==> config.mk <==
export PLATFORM = sky130hd
export DESIGN_NAME = obuf_col_collector_flat
export DESIGN_NICKNAME = d
export VERILOG_FILES = /design/src/rtl/obuf_pkg.sv /design/src/rtl/obuf_col_collector_if.sv /design/src/rtl/obuf_slot_rf.sv /design/src/rtl/obuf_col_collector.sv /design/src/flat_wrapper.sv
export SDC_FILE = /design/constraint.sdc
export NUM_CORES = 1
export LEC_CHECK = 0
export CAP_MARGIN = 20
export CORE_UTILIZATION = 45
export CTS_BUF_LIST = sky130_fd_sc_hd__clkbuf_16
export DETAILED_ROUTE_END_ITERATION = 7
export PLACE_DENSITY = 0.71
export REMOVE_ABC_BUFFERS = 1
export SYNTH_ARGS = -nofsm -noshare
export SYNTH_HDL_FRONTEND = slang
export SYNTH_SLANG_ARGS = --single-unit
==> constraint.sdc <==
create_clock -name CLK -period 2.2 [get_ports CLK]
set_clock_uncertainty 0.05 [all_clocks]
set_input_delay 0.44 -clock CLK [delete_from_list [all_inputs] [get_ports CLK]]
set_output_delay 0.44 -clock CLK [all_outputs]
set_load 0.03 [all_outputs]
==> src/rtl/obuf_pkg.sv <==
// -----------------------------------------------------------------------------
// obuf_pkg
// Shared definitions for the column output collector (and the matching input
// column buffer): tile size / word width defaults and the collector state enum.
// -----------------------------------------------------------------------------
package obuf_pkg;

    // Tile geometry shared by both ends of a PE column so they agree on size.
    localparam int DW_DEF    = 16;
    localparam int DEPTH_DEF = 4;

    // Encoding 2'd3 is unused; the collector treats it as illegal and
    // recovers to IDLE.
    typedef enum logic [1:0] {
        ST_IDLE    = 2'd0,
        ST_COLLECT = 2'd1,
        ST_DRAIN   = 2'd2
    } obuf_state_e;

endpackage : obuf_pkg

==> src/rtl/obuf_col_collector_if.sv <==
// -----------------------------------------------------------------------------
// obuf_col_collector_if
// Indexed drain bus from the column collector to the result memory writer.
//
// Handshake: a word transfers on every rising CLK edge where OValid and OReady
// are both 1. While OValid=1 and OReady=0, OCOL and OWord hold their values.
// OValid never depends combinationally on OReady.
//
// Signals:
//   OValid  master->slave  word valid
//   OReady  slave->master  word accepted
//   OCOL    master->slave  slot index of the presented word (CW bits)
//   OWord   master->slave  presented result word (DW bits)
// Modports: master (collector side), slave (writer side).
// -----------------------------------------------------------------------------
interface obuf_col_collector_if #(
    parameter int DW = obuf_pkg::DW_DEF,
    parameter int CW = $clog2(obuf_pkg::DEPTH_DEF)
);
    logic          OValid;
    logic          OReady;
    logic [CW-1:0] OCOL;
    logic [DW-1:0] OWord;

    modport master (
        output OValid,
        output OCOL,
        output OWord,
        input  OReady
    );

    modport slave (
        input  OValid,
        input  OCOL,
        input  OWord,
        output OReady
    );
endinterface : obuf_col_collector_if

==> src/rtl/obuf_slot_rf.sv <==
// -----------------------------------------------------------------------------
// obuf_slot_rf
// DEPTH x DW register file holding one column tile of results.
// One synchronous write port, one combinational read port.
//
// Ports:
//   CLK       clock, rising edge
//   RSTN      asynchronous active-low reset, clears every slot
//   we_i      write enable
//   waddr_i   write slot index
//   wdata_i   write data
//   raddr_i   read slot index
//   rdata_o   slot[raddr_i], combinational
// -----------------------------------------------------------------------------
module obuf_slot_rf #(
    parameter int DW    = 16,
    parameter int DEPTH = 4,
    parameter int CW    = $clog2(DEPTH)
) (
    input  logic          CLK,
    input  logic          RSTN,
    input  logic          we_i,
    input  logic [CW-1:0] waddr_i,
    input  logic [DW-1:0] wdata_i,
    input  logic [CW-1:0] raddr_i,
    output logic [DW-1:0] rdata_o
);

    logic [DW-1:0] slot_q [DEPTH];

    always_ff @(posedge CLK or negedge RSTN) begin
        if (!RSTN) begin
            for (int i = 0; i < DEPTH; i++) begin
                slot_q[i] <= '0;
            end
        end else if (we_i) begin
            slot_q[waddr_i] <= wdata_i;
        end
    end

    assign rdata_o = slot_q[raddr_i];

endmodule : obuf_slot_rf

==> src/rtl/obuf_col_collector.sv <==
// -----------------------------------------------------------------------------
// obuf_col_collector
// Sits at the bottom of one PE column. Captures DEPTH results (one per ENIn
// strobe, gaps allowed), then drains them as indexed words over the drain bus.
//
// Ports:
//   CLK          clock, rising edge
//   RSTN         asynchronous active-low reset
//   Clr          synchronous abort (returns to IDLE, clears Overflow/Done)
//   ENIn         result strobe from the last PE of the column
//   ID           result data, captured on edges where ENIn=1
//   drain        drain bus (master): OValid/OReady/OCOL/OWord
//   Busy         state != IDLE
//   Done         one-cycle pulse after the final drain handshake
//   Overflow     sticky: a strobe arrived while no slot was free
//   dbg_state_o  current FSM state
// -----------------------------------------------------------------------------
module obuf_col_collector
    import obuf_pkg::*;
#(
    parameter int DW    = DW_DEF,
    parameter int DEPTH = DEPTH_DEF,
    parameter int CW    = $clog2(DEPTH)
) (
    input  logic                        CLK,
    input  logic                        RSTN,
    input  logic                        Clr,
    input  logic                        ENIn,
    input  logic [DW-1:0]               ID,
    obuf_col_collector_if.master        drain,
    output logic                        Busy,
    output logic                        Done,
    output logic                        Overflow,
    output obuf_state_e                 dbg_state_o
);

    localparam logic [CW-1:0] LAST = CW'(DEPTH - 1);

    obuf_state_e   state_q;
    logic [CW-1:0] wr_cnt_q;
    logic [CW-1:0] rd_cnt_q;
    logic          done_q;
    logic          ovf_q;

    logic          in_drain;
    logic          hs;
    logic          final_hs;
    logic          slot_we;
    logic [DW-1:0] slot_rdata;

    assign in_drain = (state_q == ST_DRAIN);
    assign hs       = in_drain && drain.OReady;
    assign final_hs = hs && (rd_cnt_q == LAST);

    // A strobe lands in a slot while collecting, or into slot 0 when it
    // coincides with the final drain handshake (back-to-back tiles). wr_cnt_q
    // is 0 in IDLE and DRAIN, so it is the write address in every case.
    always_comb begin
        slot_we = 1'b0;
        if (!Clr && ENIn) begin
            unique case (state_q)
                ST_IDLE, ST_COLLECT: slot_we = 1'b1;
                ST_DRAIN:            slot_we = final_hs;
                default:             slot_we = 1'b0;
            endcase
        end
    end

    obuf_slot_rf #(
        .DW    (DW),
        .DEPTH (DEPTH),
        .CW    (CW)
    ) u_slot_rf (
        .CLK     (CLK),
        .RSTN    (RSTN),
        .we_i    (slot_we),
        .waddr_i (wr_cnt_q),
        .wdata_i (ID),
        .raddr_i (rd_cnt_q),
        .rdata_o (slot_rdata)
    );

    always_ff @(posedge CLK or negedge RSTN) begin
        if (!RSTN) begin
            state_q  <= ST_IDLE;
            wr_cnt_q <= '0;
            rd_cnt_q <= '0;
            done_q   <= 1'b0;
            ovf_q    <= 1'b0;
        end else if (Clr) begin
            state_q  <= ST_IDLE;
            wr_cnt_q <= '0;
            rd_cnt_q <= '0;
            done_q   <= 1'b0;
            ovf_q    <= 1'b0;
        end else begin
            done_q <= 1'b0;
            unique case (state_q)
                ST_IDLE: begin
                    if (ENIn) begin
                        wr_cnt_q <= CW'(1);
                        state_q  <= ST_COLLECT;
                    end
                end
                ST_COLLECT: begin
                    if (ENIn) begin
                        if (wr_cnt_q == LAST) begin
                            wr_cnt_q <= '0;
                            rd_cnt_q <= '0;
                            state_q  <= ST_DRAIN;
                        end else begin
                            wr_cnt_q <= wr_cnt_q + CW'(1);
                        end
                    end
                end
                ST_DRAIN: begin
                    if (final_hs) begin
                        done_q   <= 1'b1;
                        rd_cnt_q <= '0;
                        if (ENIn) begin
                            wr_cnt_q <= CW'(1);
                            state_q  <= ST_COLLECT;
                        end else begin
                            state_q  <= ST_IDLE;
                        end
                    end else begin
                        if (hs) begin
                            rd_cnt_q <= rd_cnt_q + CW'(1);
                        end
                        // No free slot: the strobe is dropped and flagged.
                        if (ENIn) begin
                            ovf_q <= 1'b1;
                        end
                    end
                end
                default: begin
                    state_q  <= ST_IDLE;
                    wr_cnt_q <= '0;
                    rd_cnt_q <= '0;
                end
            endcase
        end
    end

    assign drain.OValid = in_drain;
    assign drain.OCOL   = in_drain ? rd_cnt_q : '0;
    assign drain.OWord  = in_drain ? slot_rdata : '0;

    assign Busy        = (state_q != ST_IDLE);
    assign Done        = done_q;
    assign Overflow    = ovf_q;
    assign dbg_state_o = state_q;

endmodule : obuf_col_collector

==> src/flat_wrapper.sv <==
// flat-port wrapper written by rule: the top's interface ports become plain ports
module obuf_col_collector_flat import obuf_pkg::*;
#(
    parameter int DW    = DW_DEF,
    parameter int DEPTH = DEPTH_DEF,
    parameter int CW    = $clog2(DEPTH)
)
  (CLK, RSTN, Clr, ENIn, ID, Busy, Done, Overflow, dbg_state_o, drain_OValid, drain_OCOL, drain_OWord, drain_OReady);
  obuf_col_collector_if #(.DW(DW), .CW(CW)) drain_i ();
  input  logic CLK;
  input  logic RSTN;
  input  logic Clr;
  input  logic ENIn;
  input  logic [DW-1:0] ID;
  output logic Busy;
  output logic Done;
  output logic Overflow;
  output obuf_state_e dbg_state_o;
  output wire logic [$bits(drain_i.OValid)-1:0] drain_OValid;
  output wire logic [$bits(drain_i.OCOL)-1:0] drain_OCOL;
  output wire logic [$bits(drain_i.OWord)-1:0] drain_OWord;
  input wire logic [$bits(drain_i.OReady)-1:0] drain_OReady;
  assign drain_OValid = drain_i.OValid;
  assign drain_OCOL = drain_i.OCOL;
  assign drain_OWord = drain_i.OWord;
  assign drain_i.OReady = drain_OReady;
  obuf_col_collector #(.DW(DW), .DEPTH(DEPTH), .CW(CW)) u_core (.CLK(CLK), .RSTN(RSTN), .Clr(Clr), .ENIn(ENIn), .ID(ID), .drain(drain_i), .Busy(Busy), .Done(Done), .Overflow(Overflow), .dbg_state_o(dbg_state_o));
endmodule
* Yosys cells after proc, flatten, opt, wreduce, memory -nomap -nowiden
Cells that the tools add are included.
** Word-level totals
- Bits in registers :: 72
- Bits of input ports :: 21
- Output and inout bits :: 24
- Logic and storage cells :: 77
** Operators by class
- Add/subtract/negate cells :: 2
- $lt $le $gt $ge :: 3
- Equal/unequal tests :: 11
- Muxes and demuxes :: 36
- Bitwise operators :: 2
- Reduce and logical (&&, ||, !) cells :: 14
** Operators by type and width (number)
- $bwmux W64 :: 1
- $mux W16 :: 4
- $bmux W16 S2 :: 1
- $demux W16 S2 :: 1
- $mux W2 :: 16
- $pmux W2 S3 :: 3
- $mux W1 :: 9
- $ne A3 B3 Y1 const B :: 3
- $reduce_and A4 Y1 :: 2
- $eq A2 B2 Y1 const B :: 3
- $ge A3 B3 Y1 const B :: 2
- $not A2 Y3 :: 2
- $reduce_bool A2 Y1 :: 3
- $add A2 B1 Y2 const B :: 2
- $logic_and A1 B1 Y1 :: 4
- $ne A2 B2 Y1 const B :: 2
- $ne A4 B4 Y1 const B :: 1
- $lt A3 B1 Y1 const B :: 1
- $ne A3 B2 Y1 const B :: 1
- $reduce_and A3 Y1 :: 1
- $eq A2 B1 Y1 const B :: 1
- $logic_not A2 Y1 :: 1
- $pmux W1 S2 :: 1
- $reduce_and A2 Y1 :: 1
- 2 further kinds :: 2

* Longest topological paths before layout
- Depth in word-level cells :: 6
- Mapped depth :: 6
- Depth with buffers taken out :: 5

* Hierarchy
Synthesis repeated with hierarchy kept, for this count alone.
** Second synthesis, totals
- Cells, all modules :: 220
- Area total of the unflattened synthesis :: 3358.2 um2
** Modules (own cells, without submodules)
- obuf_slot_rf :: times used 1, cells an instance 156, area an instance 2792.7 um2, sequential area each 1601.5 um2
- obuf_col_collector :: times used 1, cells an instance 64, area an instance 565.5 um2, sequential area each 200.2 um2

* Worst setup path before layout
No wires, ideal clock.
- Kind :: register to output
- Start :: reg u_core.state_q[0], in the netlist u_core.dbg_state_o[0]
- End :: out drain_OWord[11]
- Data arrival time :: 1.746 ns
- Required time :: 1.710 ns
- Path slack :: -0.036 ns
- Cell stages (with the launch flop) :: 6
- Buffers on the path :: 2
- Path through :: dfrtp_1 -> buf_6 -> nand2b_1 -> inv_1 -> clkbuf_1 -> and2_1
** Between the ends
- Longest elaborated chain between the ends :: 2
** RTL lines
- start: declaration :: RTL line obuf_col_collector.sv:39 : obuf_state_e state_q;
- start signal: assignment :: RTL line obuf_col_collector.sv:85 : state_q <= ST_IDLE;
- start signal: assignment :: RTL line obuf_col_collector.sv:91 : state_q <= ST_IDLE;
- start signal: assignment :: RTL line obuf_col_collector.sv:102 : state_q <= ST_COLLECT;
- $eq A2 B2 Y1 :: RTL line obuf_col_collector.sv:51 : assign in_drain = (state_q == ST_DRAIN);
- via drain_OValid :: RTL line flat_wrapper.sv:19 : output wire logic [$bits(drain_i.OValid)-1:0] drain_OValid;
- $mux W16 :: RTL line obuf_col_collector.sv:147 : assign drain.OWord = in_drain ? slot_rdata : '0;
- end: declaration :: RTL line flat_wrapper.sv:21 : output wire logic [$bits(drain_i.OWord)-1:0] drain_OWord;
The timed path passes the listed nets, and every way through them passes these cells.

* Worst setup path in the final report
- Start :: reg u_core.rd_cnt_q[0]
- End :: out drain_OWord[9]
** Between the ends
- Longest elaborated chain between the ends :: 5
** RTL lines
- start: declaration :: RTL line obuf_col_collector.sv:41 : logic [CW-1:0] rd_cnt_q;
- start signal: assignment :: RTL line obuf_col_collector.sv:128 : rd_cnt_q <= rd_cnt_q + CW'(1);
- $not A2 Y3 (implied by the code) :: RTL line obuf_slot_rf.sv:41 : assign rdata_o = slot_q[raddr_i];
- $bmux W16 S2 :: RTL line obuf_slot_rf.sv:41
- $mux W16 (implied by the code) (2 in series) :: RTL line obuf_slot_rf.sv:41
- $mux W16 :: RTL line obuf_col_collector.sv:147
No other way between the ends. The select of a mux whose other input is x is not followed.

==> reports/qor.csv <==
metric;value;unit
nFillCells;597;
syn_area_per_cell;16.2;um2
grt_pass1_wl;12.6;mm
final_cells;398;
fin_crit;2200;ps
cpPeakStageDelay;480;ps
cts_sinks;72;
detail-route-antenna-nets;0;
drt_iter0_drc;80;
syn-instance-count;226;
vias;2133;
synth_ff_type;dfrtp_1;
met1_length;3.45;mm
grt_start_max_net_pins;24;
fp-row-count;32;
cts_tree;built;
cp.arrival;1710;ps
io_pins;45;
coreArea;7810;um2
ir_drop;484;uV
rr_worst_depth;7;
gp_congestion;0.726;
dp_worst_setup_slack;-123;ps
grt-ovfl-total;0;
drive_above_1_share;55.1;%
status;finished, violations left;
highest_layer;met4;
worst_pin_slew;548;ps
layout.nets;317;
final_common_cell;dfrtp_1;
holdWs;46.3;ps
worst_slack;-1.01;ps
dpl_cell_area;4350;um2
finalSetupViolations;1;
drt-pass1-iter-count;4;
hpwl;4.86;mm
rsz0062_at_grt;yes;
insertion_delay;320;ps
ys_ff_latch;72;
path_cells;buf_6 -> mux4_2 -> and2_1 -> buf_2;
async_flop_share;100;%
die_y;92.3;um
wl_per_cell;18.8;um
drv_slew;0;
wl_met3;160;um
drc_errors;0;
initial_utilization;47.0;%
cp_top_family;multiplexers;
hold_class;in2async;
setup_tns;-1.01;ps
ys_seq_area_share;49.1;%
met2WireLength;3.77;mm
ctsLongestPathBuffers;2;
critPathCaptureType;primary output;
max_freq;454;MHz
io_buffers;44;
synth_warnings;0;
fin_crit_sh;100;%
final_hold_viol_count;0;
cts-buffers-inserted;9;
cp_max_fo;5;
start_kind;flop;
maxCapViolCount;0;
dieArea;8530;um2
synth_edf_count;0;
syn2layout_area_growth;29.6;%
vias_per_cell;5.36;
antenna_found_initial;0;
clk_pin_slew;60;ps
finalPower;3.84;mW
crit_buf_inv;2;
power.density;807;nW/um2
final_area;4760;um2
synth_area;3670;um2
grt_pass1_vias;2328;
n_antenna_cell;0;
grt_usage;19.6;%
fin_util;61.0;%
violations;negative setup slack;
path_depth;4;
final_cell_mix;71 x dfrtp_1, 40 x mux2_4, 26 x mux2_2;
synthDistinctLibCells;33;
required;1710;ps
p_leak;2.14;nW
dp_cells;380;
fp.dieW;92.3;um
htreeDepth;3;
slew_headroom;63.5;%
worst_path_max_delay_cell;mux4_2;
routed_wl;7.48;mm
path_class;reg2out;
root_buffer;clkbuf_16;
==> metal layers <==
layer | track usage [%] | up-vias
met1 | 26.2 | 1134
met5 | 0 | -
met2 | 32.8 | 31
met4 | 7.16 | 0
li1 | - | 961
met3 | 2.55 | 7
==> layout make-up <==
class	instances	area, um2	area share (%)
Inverter	3	11.3	0.237
Clock inverter	7	111	2.34
Tap cell	102	128	2.68
Sequential cell	72	1800	37.9
Timing Repair Buffer	68	732	15.4
Multi-Input combinational cell	137	1750	36.8
Clock buffer	9	225	4.73
==> synth_stat cells, drive strengths merged, types with 2 or more instances <==
cell	number	area, um2
nor2b	2	12.5
a32o	2	20.0
buf	11	136
inv	3	11.3
mux4	16	360
nand3b	6	57.6
clkbuf	3	11.3
mux2	66	893
nor2	2	7.51
a21oi	6	75.1
ha	5	62.6
dfrtp	72	1800
and2	18	113
==> final timing paths <==
kind / slack [ps] / from / endpoint
setup / recovery: -1 / u_core.rd_cnt_q[0] / drain_OWord[9]
hold / removal: 50 / RSTN / u_core.u_slot_rf.slot_q[57]
setup reg to reg: 130 / u_core.rd_cnt_q[0] / u_core.u_slot_rf.slot_q[52]
hold reg to reg: 450 / u_core.u_slot_rf.slot_q[28] / u_core.u_slot_rf.slot_q[28]
max in group asynchronous: 1380 / RSTN / u_core.u_slot_rf.slot_q[12]
min in group CLK: 450 / u_core.u_slot_rf.slot_q[28] / u_core.u_slot_rf.slot_q[28]
==> cell families (layout without fill, tap and decap cells) <==
kind of cell / after synthesis / count (layout) / share of synthesized area [%]
muxes: 83 / 83 / 34.4
DFF: 72 / 72 / 49.1
and+or+nand+nor: 34 / 34 / 6.20
buffers and inverters: 17 / 87 / 4.33
AOI/OAI and AO/OA: 15 / 15 / 4.29
adders and majority gates: 5 / 5 / 1.70
==> where the power goes <==
group,internal [mW],leakage [nW],switching (mW)
clock,1.10,0.168,0.546
combinational,0.375,1.05,0.166
sequential,1.53,0.923,0.118
==> registers in the layout, summed over array words and instances (netlist names) <==
signal,flops
u_core.u_slot_rf.slot_q,64
u_core.Overflow,1
u_core.dbg_state_o,2
u_core.wr_cnt_q,2
u_core.rd_cnt_q,2
u_core.Done,1
==> timing repair <==
item	4_1_cts	5_1_grt
gates resized for setup	110	27
pin swaps	7	7
endpoints found under the setup margin	17	15
setup buffers	3	0
hold buffers	0	0
gates cloned	1	0
==> worst reg2reg max path: stages (launching register included) <==
cell and delay (ps):
dfrtp_2 430, buf_6 150, buf_4 120, ha_1 250
nand3b_4 170, a21oi_4 270, buf_12 180, mux2_2 330
Power figures use the tool's default switching activity.
